<file path="config.mk">
export PLATFORM = sky130hd
export DESIGN_NAME = operand_capture
export DESIGN_NICKNAME = d
export VERILOG_FILES = /design/src/rtl/operand_capture_pkg.sv /design/src/rtl/operand_capture_db_cell.sv /design/src/rtl/operand_capture_tick_gen.sv /design/src/rtl/operand_capture.sv
export SDC_FILE = /design/constraint.sdc
export NUM_CORES = 1
export LEC_CHECK = 0
export ABC_AREA = 1
export CORE_AREA = 4 4 173 125
export CTS_BUF_LIST = sky130_fd_sc_hd__clkbuf_4 sky130_fd_sc_hd__clkbuf_8
export DETAILED_ROUTE_END_ITERATION = 7
export DIE_AREA = 0 0 177 129
export PLACE_DENSITY_LB_ADDON = 0.15
export SYNTH_ARGS = -nofsm -noshare
export SYNTH_HDL_FRONTEND = slang
export SYNTH_SLANG_ARGS = --single-unit
</file>
<file path="constraint.sdc">
create_clock -name CLK100MHZ -period 2.5 [get_ports CLK100MHZ]
set_input_delay 0.5 -clock CLK100MHZ [delete_from_list [all_inputs] [get_ports CLK100MHZ]]
set_output_delay 0.5 -clock CLK100MHZ [all_outputs]
set_load 0.01 [all_outputs]
</file>
<file path="src/rtl/operand_capture_pkg.sv">
// Shared types and default parameter values for the operand capture block.
package operand_capture_pkg;

  typedef enum logic [1:0] {
    IDLE,
    HOLDING,
    VALID,
    WAIT_RELEASE
  } cap_state_t;

  localparam int DEF_WIDTH       = 8;
  localparam int DEF_N_CH        = 2;
  localparam int DEF_TICK_CYCLES = 250000;
  localparam int DEF_DB_SAMPLES  = 4;
  localparam int DEF_HOLD_CYCLES = 50000000;

endpackage

</file>
<file path="src/rtl/operand_capture_db_cell.sv">
// One debounced input: 2-flop synchroniser, tick-sampled shift register and
// a hysteresis bit that only moves when every stored sample agrees.
module db_cell
  import operand_capture_pkg::*;
#(
  parameter int DB_SAMPLES = DEF_DB_SAMPLES
) (
  input  logic clk,
  input  logic rst_n,
  input  logic tick,
  input  logic raw,
  output logic level,
  output logic level_next
);

  logic [1:0]            sync_q, sync_d;
  logic [DB_SAMPLES-1:0] shift_q, shift_d;
  logic                  level_q, level_d;

  always_comb begin
    sync_d  = {sync_q[0], raw};
    shift_d = shift_q;
    if (tick) shift_d = {shift_q[DB_SAMPLES-2:0], sync_q[1]};
    level_d = level_q;
    if (&shift_q)       level_d = 1'b1;
    else if (~|shift_q) level_d = 1'b0;
  end

  always_ff @(posedge clk or negedge rst_n) begin
    if (!rst_n) begin
      sync_q  <= '0;
      shift_q <= '0;
      level_q <= 1'b0;
    end else begin
      sync_q  <= sync_d;
      shift_q <= shift_d;
      level_q <= level_d;
    end
  end

  // level_next lets the consumer react on the very edge the level register flips.
  assign level      = level_q;
  assign level_next = level_d;

endmodule

</file>
<file path="src/rtl/operand_capture_tick_gen.sv">
// Free-running sample tick: one-cycle pulse every TICK_CYCLES clocks.
module tick_gen
  import operand_capture_pkg::*;
#(
  parameter int TICK_CYCLES = DEF_TICK_CYCLES
) (
  input  logic clk,
  input  logic rst_n,
  output logic tick
);

  localparam int CW = (TICK_CYCLES > 1) ? $clog2(TICK_CYCLES) : 1;

  logic [CW-1:0] cnt_q, cnt_d;

  always_comb begin
    tick  = (cnt_q == CW'(TICK_CYCLES - 1));
    cnt_d = tick ? '0 : cnt_q + 1'b1;
  end

  always_ff @(posedge clk or negedge rst_n) begin
    if (!rst_n) cnt_q <= '0;
    else        cnt_q <= cnt_d;
  end

endmodule

</file>
<file path="src/rtl/operand_capture.sv">
// Debounces switch banks and a start button; a long press captures the
// switch values as operands and holds them until the consumer acknowledges.
module operand_capture
  import operand_capture_pkg::*;
#(
  parameter int WIDTH       = DEF_WIDTH,
  parameter int N_CH        = DEF_N_CH,
  parameter int TICK_CYCLES = DEF_TICK_CYCLES,
  parameter int DB_SAMPLES  = DEF_DB_SAMPLES,
  parameter int HOLD_CYCLES = DEF_HOLD_CYCLES
) (
  input  logic                   CLK100MHZ,
  input  logic                   reset,
  input  logic [N_CH*WIDTH-1:0]  sw,
  input  logic                   pb,
  input  logic                   ack,
  output logic [N_CH*WIDTH-1:0]  operands,
  output logic                   valid,
  output logic [N_CH*WIDTH-1:0]  LED,
  output logic                   LED_pb,
  output logic                   LED_busy
);

  localparam int NBITS = N_CH * WIDTH;
  localparam int HCW   = (HOLD_CYCLES > 1) ? $clog2(HOLD_CYCLES) : 1;

  logic             tick;
  logic [NBITS:0]   raw_all;
  logic [NBITS:0]   lvl;
  logic [NBITS:0]   lvl_next;
  logic             pb_db;

  cap_state_t       state_q, state_d;
  logic [HCW-1:0]   hold_q, hold_d;
  logic [NBITS-1:0] ops_q, ops_d;
  logic             valid_q, valid_d;
  logic             busy_q, busy_d;

  tick_gen #(.TICK_CYCLES(TICK_CYCLES)) u_tick (
    .clk   (CLK100MHZ),
    .rst_n (reset),
    .tick  (tick)
  );

  assign raw_all = {pb, sw};

  // Bit NBITS is the pushbutton; the rest are switches in port order.
  for (genvar gi = 0; gi <= NBITS; gi++) begin : g_db
    db_cell #(.DB_SAMPLES(DB_SAMPLES)) u_db (
      .clk        (CLK100MHZ),
      .rst_n      (reset),
      .tick       (tick),
      .raw        (raw_all[gi]),
      .level      (lvl[gi]),
      .level_next (lvl_next[gi])
    );
  end

  assign pb_db = lvl_next[NBITS];

  always_comb begin
    state_d = state_q;
    hold_d  = '0;
    ops_d   = ops_q;
    case (state_q)
      IDLE: begin
        if (pb_db) state_d = HOLDING;
      end
      HOLDING: begin
        if (!pb_db) begin
          state_d = IDLE;
        end else if (hold_q == HCW'(HOLD_CYCLES - 1)) begin
          state_d = VALID;
          ops_d   = lvl_next[NBITS-1:0];
        end else begin
          hold_d = hold_q + 1'b1;
        end
      end
      VALID: begin
        if (ack) state_d = WAIT_RELEASE;
      end
      WAIT_RELEASE: begin
        if (!pb_db) state_d = IDLE;
      end
      default: state_d = IDLE;
    endcase
    valid_d = (state_d == VALID);
    busy_d  = (state_d != IDLE);
  end

  always_ff @(posedge CLK100MHZ or negedge reset) begin
    if (!reset) begin
      state_q <= IDLE;
      hold_q  <= '0;
      ops_q   <= '0;
      valid_q <= 1'b0;
      busy_q  <= 1'b0;
    end else begin
      state_q <= state_d;
      hold_q  <= hold_d;
      ops_q   <= ops_d;
      valid_q <= valid_d;
      busy_q  <= busy_d;
    end
  end

  assign operands = ops_q;
  assign valid    = valid_q;
  assign LED      = lvl[NBITS-1:0];
  assign LED_pb   = lvl[NBITS];
  assign LED_busy = busy_q;

endmodule

</file>
# Yosys cells after proc, flatten, opt, wreduce, memory -nomap -nowiden
# Index checks and enable logic that the tools add are counted.
[word_totals]
reg_bits = 183
[op_classes]
n_addsub = 2
eq_ne = 6
muxes = 44
reduce_logical = 37
[ops]
columns = ["op", "count"]
rows = [
  ["two-way mux 26 bit", 3],
  ["AND reduction 4 bit", 17],
  ["OR reduction 4 bit", 17],
  ["two-way mux 1 bit", 34],
  ["adder 26 x 1 -> 26 bit (second input constant)", 1],
  ["== test 26 bit (second input constant)", 1],
  ["adder 18 x 1 -> 18 bit (second input constant)", 1],
  ["== test 18 bit (second input constant)", 1],
  ["two-way mux 18 bit", 1],
  ["two-way mux 2 bit", 5],
  ["case mux 2 bit (4 select lines)", 1],
  ["== test 2 bit (second input constant)", 3],
  ["AND reduction 3 bit", 1],
  ["== test 2 x 1 -> 1 bit (second input constant)", 1],
  ["zero test 2 bit", 1],
  ["nonzero test 2 bit", 1],
]

# Longest topological paths before layout
[depth]
depth_word = 6
depth_mapped = 10
depth_no_buf = 10

# Cells and area by module
# Synthesis repeated with hierarchy kept, for this count alone.
[hier_totals]
cells_unflattened = 879
hier_area_um2 = 7652.3
[by_module_without_submodules]
columns = ["mod", "n_inst", "cells_per_inst", "area_per_inst_um2"]
rows = [
  ["db_cell", 17, 24, 246.5],
  ["operand_capture", 1, 326, 2396.0],
  ["tick_gen", 1, 145, 1066.0],
]

# Worst setup path before layout
# Ideal clock, no wire load.
[synth_timing]
kind = "reg2reg"
startpoint = "register hold_q[0]"
endpoint = "register hold_q[12]"
arrival_time_ps = 1379
required_time_ps = 2381
setup_slack_ps = 1002
path_stages_with_launch = 10
cell_sequence = "dfrtp_1 -> ha_1 -> nand3_2 -> inv_1 -> nand2_1 -> nor2_1 -> nand2_1 -> nand3_2 -> buf_4 -> nor2_1"
[synth_via]
elab_chain_cells = 4
elab_cells_between_ends = 5
cone_classes = "1 x add/sub; 1 x eq/ne; 3 x mux"
[synth_lines]
columns = ["element", "line_no", "text"]
rows = [
  ["start, declared", "operand_capture.sv:34", "logic [HCW-1:0] hold_q, hold_d;"],
  ["start signal, assigned", "operand_capture.sv:100", "hold_q <= hold_d;"],
  ["adder 26 x 1 -> 26 bit / == test 26 bit (equally long branches)", "operand_capture.sv:76, operand_capture.sv:72", ""],
  ["two-way mux 26 bit (*)", "operand_capture.sv:72", "end else if (hold_q == HCW'(HOLD_CYCLES - 1)) begin"],
  ["two-way mux 26 bit (*)", "operand_capture.sv:70", "if (!pb_db) begin"],
  ["two-way mux 26 bit (*)", "operand_capture.sv:65", "case (state_q)"],
  ["named net hold_d[12]", "operand_capture.sv:34", ""],
]
# Mark *: on every way through the listed nets, which the timed path passes. The rest lies on a longest branch.
# A chain may end at the register's enable or synchronous reset.

# Worst setup path after layout
[layout_timing]
startpoint = "register ops_q[3], in the netlist operands[3]"
endpoint = "output port operands[3]"
[layout_rtl]
columns = ["element", "line_no", "text"]
rows = [
  ["start, declared", "operand_capture.sv:35", "logic [NBITS-1:0] ops_q, ops_d;"],
  ["start signal, assigned", "operand_capture.sv:101", "ops_q <= ops_d;"],
  ["end, declared", "operand_capture.sv:17", "output logic [N_CH*WIDTH-1:0] operands,"],
]
# No word-level cell between the ends.

==> qor.yml <==
antenna_cells: 0
cts_buffers: 17
ys.flop_type: "dfrtp_1"
rsz0062_at_grt: "no"
syn-num-nets: 897
synth_seq_area_share: 0.580
multiInputGateArea_um2: 2720
grt_max_degree: 102
rows: 43
drc: 0
path_class: "register to output pin"
nets: 942
avgSynthCellArea_um2: 9.02
wirelength_um: 16100
seq_power_share: 0.565
crit_family: "buffers and inverters"
crit_path_end_kind: "output pin"
pwr-share-comb: 0.019
slew_violations: 0
p_switching_mw: 1.09
avgRoutedWirePerCell_um: 13.4
setup_tns_ns: 0
ant_nets: 0
dieArea_um2: 22800
final.setup_skew_ns: 0.0133
grt_overflow: 0
synth-edff-count: 0
first_pass_iters: 5
initial_core_util: 0.400
nFillCells: 1916
post_cts_resized: 0
outcome: "finished, final reports clean"
p_int_mw: 4.20
synth.cell_area_um2: 7890
grt_pass1_vias: 5287
via_per_inst: 4.60
setup_viol: 0
worstPathArrival_ns: 1.43
route.met2.wl_um: 6650
synthArstFlopShare: 1.00
core_um2: 19700
io_buffers: 54
gp_congestion: 0.836
finalHoldViolCount: 0
fmaxAchievable_mhz: 519
power_density_nw_per_um2: 586
holdCritPathClass: "input port to async pin"
period_needed_ns: 1.93
clkLatencyLatePin_ns: 0.45
fp.dieW_um: 177
netlist_instances: 875
maxCapViolCount: 0
met1_length_um: 8740
synthToLayoutAreaGrowth_pct: 14.4
worstPathMaxFanout: 2
tightest_slew_ns: 0.559
die_h_um: 129
cts_buffer_depth: 2
drt_iter0_drc: 503
yosysWarnings: 0
p_clk_frac: 0.416
seqCellArea_um2: 4580
dpl.hpwl_um: 11100
grt_pass1_wl_um: 27500
grt_use_total: 0.151
ys_seq_elements: 183
cellLeakagePower_nw: 4.15
cp_cell_sequence: "clkdlybuf4s50_1"
antenna_found_initial: 0
wl_met3_um: 568
required_ns: 2.00
relSlewSlack: 0.627
cts_tree: "yes"
p_sw_frac: 0.206
finalCritPeriodShare: 0.771
clkTransAtPathRegs_ns: 0.09
clock_sinks: 183
cts-root-buf: "clkbuf_8"
postCtsSetupBuffers: 0
highest_layer: "met4"
timing.hold.ws_ns: 0.0301
path_buf_inv: 1
start_kind: "register"
cpPeakStageDelay_ns: 0.58
ios: 55
ir_worst_vdd_mv: 0.327
htreeDepth: 4
slowest_stage: "clkdlybuf4s50_1"
drive_above_1_share: 0.0868
ctsHoldBuffers: 0
route.vias.total: 5533
synth_cell_types: 34
==> cells by family after synthesis <==
group                    after synthesis  share of synthesized area
AND/OR/NAND/NOR                      496                      0.267
adder cells (fa/ha/maj)                2                    0.00317
flip-flops                           183                      0.580
buffers and inverters                115                     0.0756
XOR/XNOR                              25                     0.0278
AO/OA/AOI/OAI                         54                     0.0457
==> metal layers <==
metal  vias to the layer above  global-route usage
met3                        16              0.0332
li1                       2841                   -
met2                        89               0.203
met4                         0              0.0427
met5                         -                   0
met1                      2587               0.242
==> area by class of cell <==
| type | instances | area share |
|---|---|---|
| flip-flops and latches | 183 | 0.507 |
| multi-input cells | 577 | 0.301 |
| repair buffers | 65 | 0.0736 |
| well taps | 270 | 0.0374 |
| clock buffers | 23 | 0.0323 |
| inverters | 76 | 0.0316 |
| clock inverters | 9 | 0.0164 |
==> through the flow <==
step | area [um2] | worst slack (ns) | cells | total power, mW | util
6_report | 9030 | 0.574 | 1203 | 5.29 | 0.457
5_1_grt | 9030 | 0.389 | 1203 | 5.52 | 0.457
4_1_cts | 9030 | 0.520 | 1203 | 5.38 | 0.457
3_5_place_dp | 8590 | 0.583 | 1171 | 3.16 | 0.435
3_3_place_gp | 8590 | 0.644 | 1171 | 3.16 | 0.435
2_1_floorplan | 7890 | 1.00 | 875 | 3.05 | -
==> cells in the mapped netlist (2+ instances only) <==
cell type  number  area, um2
nand3_1        53        265
buf_2           8       40.0
inv_1          75        282
nand3_2         3       30.0
nand3b_1        2       15.0
o21ai_1         8       40.0
buf_4          17        128
nor3_1         18       90.1
o21ai_0        18       90.1
ha_1            2       25.0
nor2_4          3       33.8
buf_6          12        135
o21ai_2        23        201
dfrtp_1       183       4580
nand2_1       269       1010
a21oi_1         3       15.0
or2_2           2       12.5
nand4_1        27        169
xor2_1         19        166
xnor2_1         6       52.6
nor2_1        111        417
==> final timing paths <==
kind | startpoint | slack [ns] | endpoint | cells past startpoint
min in group CLK100MHZ | g_db[7].u_db.sync_q[0] | 0.35 | g_db[7].u_db.sync_q[1] | 0
max in group asynchronous | reset | 1.76 | hold_q[0] | 2
max | operands[3] | 0.57 | operands[3] | 1
min | reset | 0.03 | state_q[0] | 1
max reg2reg | hold_q[1] | 0.60 | operands[8] | 8
min reg2reg | g_db[7].u_db.sync_q[0] | 0.35 | g_db[7].u_db.sync_q[1] | 0
==> registers in the layout (all words and copies together) (netlist names) <==
name and cells:
hold_q 26, g_db.u_db.level 17, g_db.u_db.sync_q 34, valid 1
state_q 2, operands 16, u_tick.cnt_q 18, g_db.u_db.shift_q 68
LED_busy 1
==> layout by cell type (no fill, tap or decap), types with 2 or more instances in the layout <==
cell type,count
nand2_1,269
dfrtp_1,183
nor2_1,111
inv_1,75
nand3_1,53
clkdlybuf4s50_1,53
nand4_1,27
o21ai_2,23
clkbuf_8,20
xor2_1,19
nor3_1,18
o21ai_0,18
o21ai_1,8
buf_4,8
xnor2_1,6
bufinv_16,4
clkbuf_4,4
clkinv_2,4
nor2_4,3
a21oi_1,3
buf_12,3
nand3_2,2
or2_2,2
nand3b_1,2
ha_1,2
==> power groups by stage <==
stage / clock network, mW / logic (mW) / registers, mW
final: 2.20 / 0.0983 / 2.99
after CTS: 2.28 / 0.105 / 2.99
after detailed placement: 0 / 0.105 / 3.05
after floorplan: 0 / 0.00000437 / 3.05
after global routing: 2.41 / 0.115 / 3.00
after global placement: 0 / 0.106 / 3.05
Note: power is estimated with default switching activity, not from simulation.
